[src/rtl/pipe_ctrl_pkg.sv]
// Shared definitions for the pipeline stall/flush sequencer: state encoding,
// the strobe bundle driven to the pipeline registers, and pipeline constants.
package pipe_ctrl_pkg;

   typedef enum logic [1:0] {
      IDLE  = 2'd0,
      RUN   = 2'd1,
      MWAIT = 2'd2,
      HALT  = 2'd3
   } state_t;

   // All-zero instruction the datapath loads into a flushed register
   localparam logic [31:0] NOP_INSTR = 32'h0;

   // Register 0 is hardwired, so a load targeting it never creates a hazard
   localparam logic [4:0] REG_ZERO = 5'd0;

   typedef struct packed {
      logic pc_en;
      logic pc_redirect;
      logic ifid_en;
      logic idex_en;
      logic exmem_en;
      logic memwb_en;
      logic ifid_flush;
      logic idex_flush;
      logic exmem_flush;
   } ctrl_t;

endpackage

[src/rtl/pipe_hazard_detect.sv]
// Load-use hazard compare: the instruction in IF/ID reads the register that
// the load currently in ID/EX is about to write.
module pipe_hazard_detect
   import pipe_ctrl_pkg::*;
(
   input  logic [4:0] id_rs,
   input  logic [4:0] id_rt,
   input  logic       idex_memread,
   input  logic [4:0] idex_rt,
   output logic       hazard
);

   // Pure compare; a load into the zero register is harmless
   assign hazard = idex_memread && (idex_rt != REG_ZERO) &&
                   ((idex_rt == id_rs) || (idex_rt == id_rt));

endmodule

[src/rtl/pipe_stall_ctrl.sv]
// Central pipeline sequencer: register enables, flush strobes, PC control,
// data-memory wait handling and halt.
// Optional feature: define PIPE_STALL_CTRL_PERF_EN to add stall/flush
// performance counters as extra outputs.
module pipe_stall_ctrl
   import pipe_ctrl_pkg::*;
#(
   parameter int MEM_TIMEOUT = 16,
   parameter int CNT_W       = 8
)(
   input  logic       clock,
   input  logic       reset_n,
   input  logic       start,
   input  logic [4:0] id_rs,
   input  logic [4:0] id_rt,
   input  logic       idex_memread,
   input  logic [4:0] idex_rt,
   input  logic       exmem_branch,
   input  logic       exmem_zero,
   input  logic       exmem_jump,
   input  logic       dmem_req,
   input  logic       dmem_ready,
   input  logic       wb_halt,
   output logic       pc_en,
   output logic       pc_redirect,
   output logic       ifid_en,
   output logic       idex_en,
   output logic       exmem_en,
   output logic       memwb_en,
   output logic       ifid_flush,
   output logic       idex_flush,
   output logic       exmem_flush,
   output logic       running,
   output logic       mem_err
`ifdef PIPE_STALL_CTRL_PERF_EN
   ,
   output logic [31:0] perf_stall_cnt,
   output logic [31:0] perf_flush_cnt
`endif
);

   state_t           state;
   state_t           next_state;
   logic [CNT_W-1:0] wait_cnt;
   logic             hazard;
   logic             taken;
   logic             mem_stall;
   logic             timeout;
   ctrl_t            run_ctrl;
   ctrl_t            ctrl;

   pipe_hazard_detect u_hazard (
      .id_rs        (id_rs),
      .id_rt        (id_rt),
      .idex_memread (idex_memread),
      .idex_rt      (idex_rt),
      .hazard       (hazard)
   );

   assign taken     = (exmem_branch && exmem_zero) || exmem_jump;
   assign mem_stall = dmem_req && !dmem_ready;
   assign timeout   = (state == MWAIT) && !dmem_ready &&
                      (wait_cnt == CNT_W'(MEM_TIMEOUT));

   // Strobes for a cycle in which memory is not blocking: redirect beats load-use
   always_comb begin
      run_ctrl = '0;
      if (taken) begin
         run_ctrl = '{pc_en: 1'b1, pc_redirect: 1'b1, ifid_en: 1'b1,
                      idex_en: 1'b1, exmem_en: 1'b1, memwb_en: 1'b1,
                      ifid_flush: 1'b1, idex_flush: 1'b1, exmem_flush: 1'b1};
      end else if (hazard) begin
         run_ctrl = '{pc_en: 1'b0, pc_redirect: 1'b0, ifid_en: 1'b0,
                      idex_en: 1'b1, exmem_en: 1'b1, memwb_en: 1'b1,
                      ifid_flush: 1'b0, idex_flush: 1'b1, exmem_flush: 1'b0};
      end else begin
         run_ctrl = '{pc_en: 1'b1, pc_redirect: 1'b0, ifid_en: 1'b1,
                      idex_en: 1'b1, exmem_en: 1'b1, memwb_en: 1'b1,
                      ifid_flush: 1'b0, idex_flush: 1'b0, exmem_flush: 1'b0};
      end
   end

   // State register
   always_ff @(posedge clock or negedge reset_n) begin
      if (!reset_n) state <= IDLE;
      else          state <= next_state;
   end

   // Next-state logic; a halt in write-back overrides every other transition
   always_comb begin
      next_state = state;
      unique case (state)
         IDLE:  if (start) next_state = RUN;
         RUN: begin
            if (wb_halt)        next_state = HALT;
            else if (mem_stall) next_state = MWAIT;
         end
         MWAIT: begin
            if (wb_halt)         next_state = HALT;
            else if (dmem_ready) next_state = RUN;
            else if (timeout)    next_state = HALT;
         end
         HALT:  next_state = HALT;
         default: next_state = IDLE;
      endcase
   end

   // Output strobes; everything is frozen in IDLE, HALT and while memory waits
   always_comb begin
      ctrl = '0;
      unique case (state)
         RUN:     if (!mem_stall) ctrl = run_ctrl;
         MWAIT:   if (dmem_ready) ctrl = run_ctrl;
         default: ctrl = '0;
      endcase
   end

   assign pc_en       = ctrl.pc_en;
   assign pc_redirect = ctrl.pc_redirect;
   assign ifid_en     = ctrl.ifid_en;
   assign idex_en     = ctrl.idex_en;
   assign exmem_en    = ctrl.exmem_en;
   assign memwb_en    = ctrl.memwb_en;
   assign ifid_flush  = ctrl.ifid_flush;
   assign idex_flush  = ctrl.idex_flush;
   assign exmem_flush = ctrl.exmem_flush;
   assign running     = (state == RUN) || (state == MWAIT);

   // Wait counter: starts at 1 on entering MWAIT, counts while waiting, else clear
   always_ff @(posedge clock or negedge reset_n) begin
      if (!reset_n)
         wait_cnt <= '0;
      else if (state == RUN && next_state == MWAIT)
         wait_cnt <= CNT_W'(1);
      else if (state == MWAIT && next_state == MWAIT)
         wait_cnt <= wait_cnt + CNT_W'(1);
      else
         wait_cnt <= '0;
   end

   // Sticky memory timeout flag, cleared only by reset
   always_ff @(posedge clock or negedge reset_n) begin
      if (!reset_n)     mem_err <= 1'b0;
      else if (timeout) mem_err <= 1'b1;
   end

`ifdef PIPE_STALL_CTRL_PERF_EN
   logic stall_event;
   logic flush_event;

   assign stall_event = (state == MWAIT) ||
                        ((state == RUN) && ctrl.idex_flush && !ctrl.exmem_flush);
   assign flush_event = ctrl.pc_redirect;

   // Saturating performance counters, active only while the pipeline is live
   always_ff @(posedge clock or negedge reset_n) begin
      if (!reset_n) begin
         perf_stall_cnt <= '0;
         perf_flush_cnt <= '0;
      end else begin
         if (stall_event && perf_stall_cnt != 32'hFFFF_FFFF)
            perf_stall_cnt <= perf_stall_cnt + 32'd1;
         if (flush_event && perf_flush_cnt != 32'hFFFF_FFFF)
            perf_flush_cnt <= perf_flush_cnt + 32'd1;
      end
   end
`endif

endmodule

[config.mk]
export PLATFORM = sky130hd
export DESIGN_NAME = pipe_stall_ctrl
export DESIGN_NICKNAME = d
export VERILOG_FILES = /design/src/rtl/pipe_ctrl_pkg.sv /design/src/rtl/pipe_hazard_detect.sv /design/src/rtl/pipe_stall_ctrl.sv
export SDC_FILE = /design/constraint.sdc
export NUM_CORES = 1
export LEC_CHECK = 0
export BUFFER_PORTS_ARGS = -buffer_cell sky130_fd_sc_hd__buf_4
export CAP_MARGIN = 10
export CORE_UTILIZATION = 30
export CTS_BUF_LIST = sky130_fd_sc_hd__clkbuf_4 sky130_fd_sc_hd__clkbuf_8
export CTS_CLUSTER_DIAMETER = 50
export DETAILED_ROUTE_END_ITERATION = 10
export GPL_TIMING_DRIVEN = 0
export PLACE_DENSITY = 0.5
export SLEW_MARGIN = 5
export SYNTH_ARGS = -nofsm -noshare
export SYNTH_HDL_FRONTEND = slang
export SYNTH_SLANG_ARGS = --single-unit
[constraint.sdc]
create_clock -name clock -period 5.9 [get_ports clock]
set_clock_uncertainty 0.2 [all_clocks]
set_input_delay 0.885 -clock clock [delete_from_list [all_inputs] [get_ports clock]]
set_output_delay 0.885 -clock clock [all_outputs]
set_load 0.02 [all_outputs]
Yosys cells after proc, flatten, opt, wreduce, memory -nomap -nowiden

Index checks and enable logic that the tools add are counted.

Logic and storage cells: 39
Bits of input ports: 25
Bits in registers: 11
Output and inout bits: 11

Reductions and logical operators: 14
Eq/ne operators: 7
Add/sub/neg operators: 1
Mux-type cells: 14

Operator list:

| cell                | count |
|---|---|
| $mux 9              | 4 |
| $pmux 9 s2          | 1 |
| $mux 8              | 2 |
| $mux 2              | 6 |
| $eq 5x5->1          | 2 |
| $add 8x1->8 const B | 1 |
| $eq 8x5->1 const B  | 1 |
| $logic_and 1x1->1   | 8 |
| $pmux 2 s4          | 1 |
| $eq 2x2->1 const B  | 3 |
| $reduce_bool 5->1   | 1 |
| $logic_or 1x1->1    | 3 |
| $eq 2x1->1 const B  | 1 |
| $logic_not 2->1     | 1 |
| $logic_not 1->1     | 1 |

Logic depth before layout (Yosys ltp)

Gate-level depths: netlist of the first run.

Depth in word-level cells: 11
Mapped depth: 7
Mapped depth without buffers: 6

Cells and area by module

From an unflattened synthesis of the first run, not the netlist that was laid out.

Cells, all modules: 96
Area total of the unflattened synthesis: 885.8 um^2

By module, submodules not included:

| module             | instances | seq. area each (um^2) | cells an instance | area each (um^2) |
|---|---|---|---|---|
| pipe_stall_ctrl    | 1         | 275.3                 | 79                | 760.7 |
| pipe_hazard_detect | 1         | 0.0                   | 17                | 125.1 |

Least setup slack after synthesis of the first run

Ideal clock, no wire load.

Path kind: in2out
From: input idex_rt[0]
To: output pc_en
Buffers on the path: 1
Slack: 2561 ps
Required time: 4815 ps
Arrival: 2254 ps
Cell stages on the path: 4
Path through: or4_1 -> o21a_1 -> a31oi_1 -> buf_4

Cells in the longest elaborated chain, start to end: 7
Elaborated cells on any way between the ends: 11
Those cells by class: 2 x eq/ne; 5 x mux; 4 x reduce/logical

Ends and longest elaborated chain:

| what                                                  | line                                               | RTL |
|---|---|---|
| start, declared                                       | pipe_stall_ctrl.sv:17                              | `input logic [4:0] idex_rt,` |
| $eq 5x5->1 or $reduce_bool 5->1 (tied branches)       | pipe_hazard_detect.sv:15, pipe_hazard_detect.sv:14 |  |
| $logic_or 1x1->1 or $logic_and 1x1->1 (tied branches) | pipe_hazard_detect.sv:15, pipe_hazard_detect.sv:14 |  |
| $logic_and 1x1->1 *                                   | pipe_hazard_detect.sv:14                           | `assign hazard = idex_memread && (idex_rt != REG_ZERO) &&` |
| $mux 9 *                                              | pipe_stall_ctrl.sv:72                              | `end else if (hazard) begin` |
| $mux 9 *                                              | pipe_stall_ctrl.sv:68                              | `if (taken) begin` |
| $mux 9 (on tied branches)                             | pipe_stall_ctrl.sv:113, pipe_stall_ctrl.sv:112     |  |
| $pmux 9 s2 *                                          | pipe_stall_ctrl.sv:111                             | `unique case (state)` |
| end, declared                                         | pipe_stall_ctrl.sv:24                              | `output logic pc_en,` |

Mark *: on every way between the ends. The rest lies on a longest branch, timed or not.

Worst setup path in the final report of the first run

Ends and elaborated chain as after synthesis.

==> results of run 1 <==
## cell type report
type	count	area (um^2)	area share, %
Tap cell	31	38.8	3.12
Clock buffer	4	30.0	2.41
Inverter	8	30.0	2.41
Sequential cell	11	275	22.1
Buffer	6	41.3	3.32
Multi-Input combinational cell	81	566	45.5
Timing Repair Buffer	35	263	21.1
## sequential cells by signal, summed over array words and instances, names as in the netlist
signal / flops
wait_cnt: 8
mem_err: 1
state: 2
## critical path: cells and delay by family
family	cells	cell delay, ps
AO/OA/AOI/OAI	2	410
buffers and inverters	3	380
AND/OR/NAND/NOR	1	530
## how the worst max path moves through the flow
stage,startpoint,endpoint,slack (ps),depth (start not counted)
after CTS,idex_rt[0],pc_en,2590,6
after global placement,idex_rt[0],pc_en,2610,6
final,idex_rt[0],pc_en,2610,6
after global routing,state[1],idex_flush,2500,8
after floorplan,idex_rt[0],pc_en,2560,4
after detailed placement,idex_rt[0],pc_en,2590,6
## per-stage QoR
step                      util [%]  instances  total power, mW
after floorplan                  -        106           0.0855
after global placement        42.9        172            0.102
after detailed placement      42.9        172            0.103
after CTS                     44.0        176            0.162
after global routing          44.0        176            0.166
final                         44.0        176            0.159
## kinds of logic after synthesis
group                    count (synthesis)  share of synthesized area (%)
AO/OA/AOI/OAI                           28                           21.5
XOR/XNOR                                13                           12.5
adder cells (fa/ha/maj)                  6                           8.23
buffers and inverters                   14                           7.82
flip-flops                              11                           30.2
AND/OR/NAND/NOR                         34                           19.8
## synthesized netlist by cell type, types with 2 or more instances
| library cell | instances |
|---|---|
| nand3_1 | 7 |
| xnor2_1 | 12 |
| nor2b_1 | 3 |
| nor2_1 | 3 |
| a21oi_1 | 3 |
| o21a_1 | 5 |
| ha_1 | 6 |
| nand2_1 | 8 |
| o21ai_0 | 5 |
| nand4_1 | 2 |
| inv_1 | 8 |
| a211oi_1 | 8 |
| dfrtp_1 | 11 |
| nor3_1 | 4 |
| nand2b_1 | 2 |
| buf_4 | 5 |
## per-layer routing
metal / vias up / global-route usage, % / part of all wire, %
met2: 24 / 24.9 / 47
met3: 5 / 1.59 / 3.3
met1: 387 / 17.5 / 47
li1: 450 / - / -
met5: - / 0 / 0
met4: 0 / 7.32 / 2.3
## power by group
group | internal, mW | switching [mW]
Sequential | 0.0753 | 0
Clock | 0.0308 | 0.0278
Combinational | 0.0161 | 0.00938
==> summary.md, run 1 <==
| Metric | Value |
|---|---|
| # diodes | `0` |
| Failing checks | `DRC` |
| Core region area | `2830 um^2` |
| Final weighted congestion of routability-driven global placement | `0.793` |
| Initial core utilization | `32.2%` |
| Drt drc | `2` |
| Pwr dens | `128 nW/um^2` |
| Final-stage net count | `177` |
| Floorplan die height | `57.1 um` |
| Clock-pin transition on the worst setup and hold timing paths | `70 ps` |
| Placed cell areas | `1210 um^2` |
| Clock buffer depth | `2` |
| Path class of the lowest-slack min-delay path | `input port to async pin` |
| Number of buffers created by CTS | `3` |
| Leading area contributor after synthesis | `dfrtp_1` |
| Fmax achieved | `304 MHz` |
| Run status | `complete, but fails checks` |
| X dimension of the die | `57.1 um` |
| Main area contributors after synthesis | `dfrtp_1 (30%), xnor2_1 (12%), ha_1 (8.2%)` |
| Layout cells sized above 1 | `32.4%` |
| Worst reg2reg endpoint | `wait_cnt[7]` |
| GRT Util Overall | `14.3%` |
| Commonest cells after routing, fill and taps aside | `buf_4 (40), xnor2_1 (12), dfrtp_1 (11)` |
| Via-to-Cell Ratio | `4.92` |
| Commonest non-fill, non-tap cell in the layout | `buf_4` |
| Clock latency on the worst-skew pair | `270 ps` |
| Post-synthesis async set-or-reset flop share | `100%` |
| Vias in the first global route | `844` |
| 1st-iter DRT viols | `28` |
| Critical path data required time | `4820 ps` |
| Number of cell rows | `19` |
| Post-DP HPWL | `1.67 mm` |
| Kind of start point of the critical path | `input port` |
| Actual transition at the worst max-transition pin | `521 ps` |
| Count of boundary I/O pins | `36` |
| Final cycle utilization of the critical path | `55.8%` |
| Register area share after synthesis | `30.2%` |
| Crit-path most repeated cell | `buf_4` |
| Post-DR wirelength/cell | `12.4 um` |
| Synth Area per Inst | `8.60 um^2` |
| Summed instance area of the synthesized netlist | `912 um^2` |
| P_leak | `0.551 nW` |
| Pin count of the biggest net entering global routing | `12` |
| Worst slack on hold paths | `230 ps` |
| Nets in the synthesized netlist | `137` |
| Number of buffers added to fix hold violations after cts | `0` |
| Primary flip-flop cell chosen by synthesis mapping | `dfrtp_1` |
| Cells along the critical path | `buf_4 > or4_1 > o21a_1 > a31oi_1 > buf_4 > buf_4` |
| Gate count after technology mapping | `106` |
| Maximum ir drop on the vdd rail | `0.0000378 V` |
| Count of flip-flops with a built-in enable after synthesis | `0` |
| DRT Pass-1 Iters | `7` |
| Worst Reg-to-Reg Cells | `6` |
| Setup violation total in the final timing report | `0` |
| Worst Setup Slack, final | `2610 ps` |
| Number of distinct library cells after synthesis | `30` |
| Number of port buffers | `35` |
| Post-synth top area share | `30.2%` |
| Max Cap Violations | `0` |
| Arrival time at the worst endpoint | `2210 ps` |
| Number of gates resized after CTS | `0` |
| Top fanout value on the critical path | `3` |
| Number of synthesis warnings | `0` |
| Area of the die | `3260 um^2` |
| Max transition margin | `65.1%` |
| Capturing element type of the critical path | `primary output` |
| Final-layout setup total negative slack | `0 ps` |
| Largest stage delay, worst path | `530 ps` |
| CTS Sinks | `11` |
| Source of the worst register-to-register timing path | `state[1]` |
| Worst reg-to-reg setup slack | `3820 ps` |
| Final Hold Viols | `0` |
| H-tree Lvls | `1` |
| Cell with the largest stage delay on the worst path | `or4_1` |
| TritonCTS clock tree | `yes` |
| Wirelength, routed | `2.18 mm` |
| Remaining global-route overflow | `0` |
| Final-report max-slew violation count | `0` |
| Number of antenna violations at the first check in global routing | `0` |
| Synth-to-layout area growth | `36.4%` |
| Post-CTS setup buffer count | `0` |
| Vias | `866` |
| Path type of the worst setup path | `input port to primary output` |
| Root cell of the clock tree | `clkbuf_4` |
| Final critical path time including I/O delays and setup | `3290 ps` |
| Area of all placed cells without fillers | `1240 um^2` |
| Flip-flop and latch count after synthesis | `11` |
| Wire length of the first global-routing pass | `3.63 mm` |
| Setup repair after global routing missed its margin | `false` |
| Count of fill cells added during filler insertion | `293` |
| Worst slack, placed | `2590 ps` |
| Antenna viol nets, final | `0` |
Note: power is estimated with default switching activity, not from simulation.
==> run 2, diff against run 1 <==
--- a/config.mk
+++ b/config.mk
@@ -12,7 +12,7 @@
 export CTS_CLUSTER_DIAMETER = 50
 export DETAILED_ROUTE_END_ITERATION = 10
 export GPL_TIMING_DRIVEN = 0
-export PLACE_DENSITY = 0.5
+export PLACE_DENSITY = 0.52
 export SLEW_MARGIN = 5
 export SYNTH_ARGS = -nofsm -noshare
 export SYNTH_HDL_FRONTEND = slang
==> constraint.sdc (replaced) <==
create_clock -name clock -period 2.9 [get_ports clock]
set_clock_uncertainty 0.2 [all_clocks]
set_input_delay 0.435 -clock clock [delete_from_list [all_inputs] [get_ports clock]]
set_output_delay 0.435 -clock clock [all_outputs]
set_load 0.02 [all_outputs]
==> run 2 against run 1 <==
  * The run still ends with DRC left
  * Worst setup slack got worse by 2400 ps
  * Combinational power is 110% higher
  * Via count up 2.7%
  * Core utilization rose by 0.35 points
  * Sequential share of layout area shrank 0.18 points
  * Critical endpoint is now idex_flush
  * Largest power group unchanged
  * Highest routed layer unchanged
==> summary.md, run 2 (synthesis results as in run 1) <==
| Metric | Value |
|---|---|
| Run status | `complete, but fails checks` |
| Failing checks | `DRC` |
| DP Cell Count | `172` |
| Worst reg-to-reg setup slack | `860 ps` |
| Top fanout value on the critical path | `8` |
| # diodes | `0` |
| Number of antenna violations at the first check in global routing | `0` |
| Final Hold Viols | `0` |
| Worst Setup Slack, final | `227 ps` |
| Final critical path time including I/O delays and setup | `2670 ps` |
| Wire length of the first global-routing pass | `3.58 mm` |
| Pin count of the biggest net entering global routing | `12` |
| Final-stage net count | `178` |
| Floorplan die height | `57.1 um` |
| TritonCTS clock tree | `yes` |
| Layout cells sized above 1 | `32.2%` |
| Kind of start point of the critical path | `flip-flop` |
| Commonest non-fill, non-tap cell in the layout | `buf_4` |
| Final weighted congestion of routability-driven global placement | `0.782` |
| Wirelength, routed | `2.13 mm` |
| Critical path data required time | `2270 ps` |
| Area of the die | `3260 um^2` |
| Clock-pin transition on the worst setup and hold timing paths | `70 ps` |
| Number of port buffers | `35` |
| Antenna viol nets, final | `0` |
| Initial core utilization | `32.2%` |
| Number of flip-flops under the largest register name | `8` |
| Final-report max-slew violation count | `0` |
| Via-to-Cell Ratio | `5.02` |
| Worst slack, placed | `399 ps` |
| Capturing element type of the critical path | `primary output` |
| Clock buffer depth | `2` |
| Placed cell areas | `1210 um^2` |
| Number of buffers created by CTS | `3` |
| Synth-to-layout area growth | `37.4%` |
| Actual transition at the worst max-transition pin | `515 ps` |
| Commonest cells after routing, fill and taps aside | `buf_4 (40), xnor2_1 (12), dfrtp_1 (11)` |
| Remaining global-route overflow | `0` |
| CTS Sinks | `11` |
| Pwr dens | `257 nW/um^2` |
| Post-DP HPWL | `1.63 mm` |
| P_leak | `0.555 nW` |
| Arrival time at the worst endpoint | `2040 ps` |
| Post-DR wirelength/cell | `12.1 um` |
| Max Cap Violations | `0` |
| Final-layout setup total negative slack | `0 ps` |
| Fmax achieved | `374 MHz` |
| Area of all placed cells without fillers | `1250 um^2` |
| DRT Pass-1 Iters | `7` |
| Vias in the first global route | `831` |
| Count of boundary I/O pins | `36` |
| Core region area | `2830 um^2` |
| Maximum ir drop on the vdd rail | `0.000116 V` |
| Post-CTS setup buffer count | `0` |
| Number of cell rows | `19` |
| Final cycle utilization of the critical path | `92.2%` |
| Vias | `889` |
| Clock latency on the worst-skew pair | `270 ps` |
| Setup violation total in the final timing report | `0` |
| Max transition margin | `65.5%` |
| H-tree Lvls | `1` |
| GRT Util Overall | `13.7%` |
| Root cell of the clock tree | `clkbuf_4` |
| Finished Layout Cells | `177` |
| Register ranked first by flip-flop count | `wait_cnt` |
| Leading registers by flop count | `wait_cnt (8), state (2), mem_err (1)` |
| Path class of the lowest-slack min-delay path | `flip-flop to flip-flop` |
| Setup repair after global routing missed its margin | `false` |
| 1st-iter DRT viols | `26` |
| Drt drc | `2` |
| X dimension of the die | `57.1 um` |
| Path type of the worst setup path | `flip-flop to primary output` |
==> run 2: path summary, 6_finish.rpt <==
kind                          endpoint      from  cells past startpoint
max                         idex_flush  state[0]                      7
min                            mem_err   mem_err                      1
max reg2reg                wait_cnt[1]  state[1]                      6
min reg2reg                    mem_err   mem_err                      1
max in group asynchronous  wait_cnt[1]   reset_n                      2
min in group asynchronous  wait_cnt[4]   reset_n                      2
==> run 2: worst max-delay path, cell delays in order (launching register included) <==
cell,delay (ps)
dfrtp_1,460
ha_1,230
clkbuf_1,180
o21a_1,210
o21ai_1,220
nor2_1,130
a31o_1,200
buf_4,150
==> run 2: area by class of cell <==
| type | count | area [um^2] |
|---|---|---|
| clock buffer | 4 | 30.0 |
| fill | 293 | 1580 |
| tap | 31 | 38.8 |
| sequential | 11 | 275 |
| buffer | 6 | 41.3 |
| multi-input combinational | 81 | 566 |
| inverter | 8 | 30.0 |
| timing repair buffer | 36 | 273 |
==> run 2: power by group <==
group	switching [mW]	internal, mW	leakage [nW]	total [mW]
clock	0.0530	0.0625	0.0184	0.116
combinational	0.0195	0.0336	0.393	0.0531
sequential	0	0.153	0.143	0.153
total	0.0725	0.249	0.555	0.322
==> run 2: through the flow <==
stage / utilization, % / hold slack (ps) / total power, mW
CTS: 44.3 / 276 / 0.326
detailed placement: 42.9 / 81.0 / 0.209
finish: 44.3 / 269 / 0.322
floorplan: - / -60.6 / 0.174
global placement: 42.9 / 78.5 / 0.208
global route: 44.3 / 306 / 0.340
==> run 2: timing repair <==
| item | CTS | global route |
|---|---|---|
| setup endpoints to repair | 0 | 1 |
| hold buffers | 1 | 0 |
| hold endpoints to repair | 11 | 0 |
| resized for setup | 0 | 1 |
==> run 2: layer usage <==
layer | global-route usage [%] | wire (um) | up-vias
met2 | 24.0 | 1060 | 27
met1 | 17.4 | 981 | 407
met5 | 0 | 0 | -
li1 | - | - | 453
met4 | 4.18 | 3 | 0
met3 | 2.04 | 88 | 2
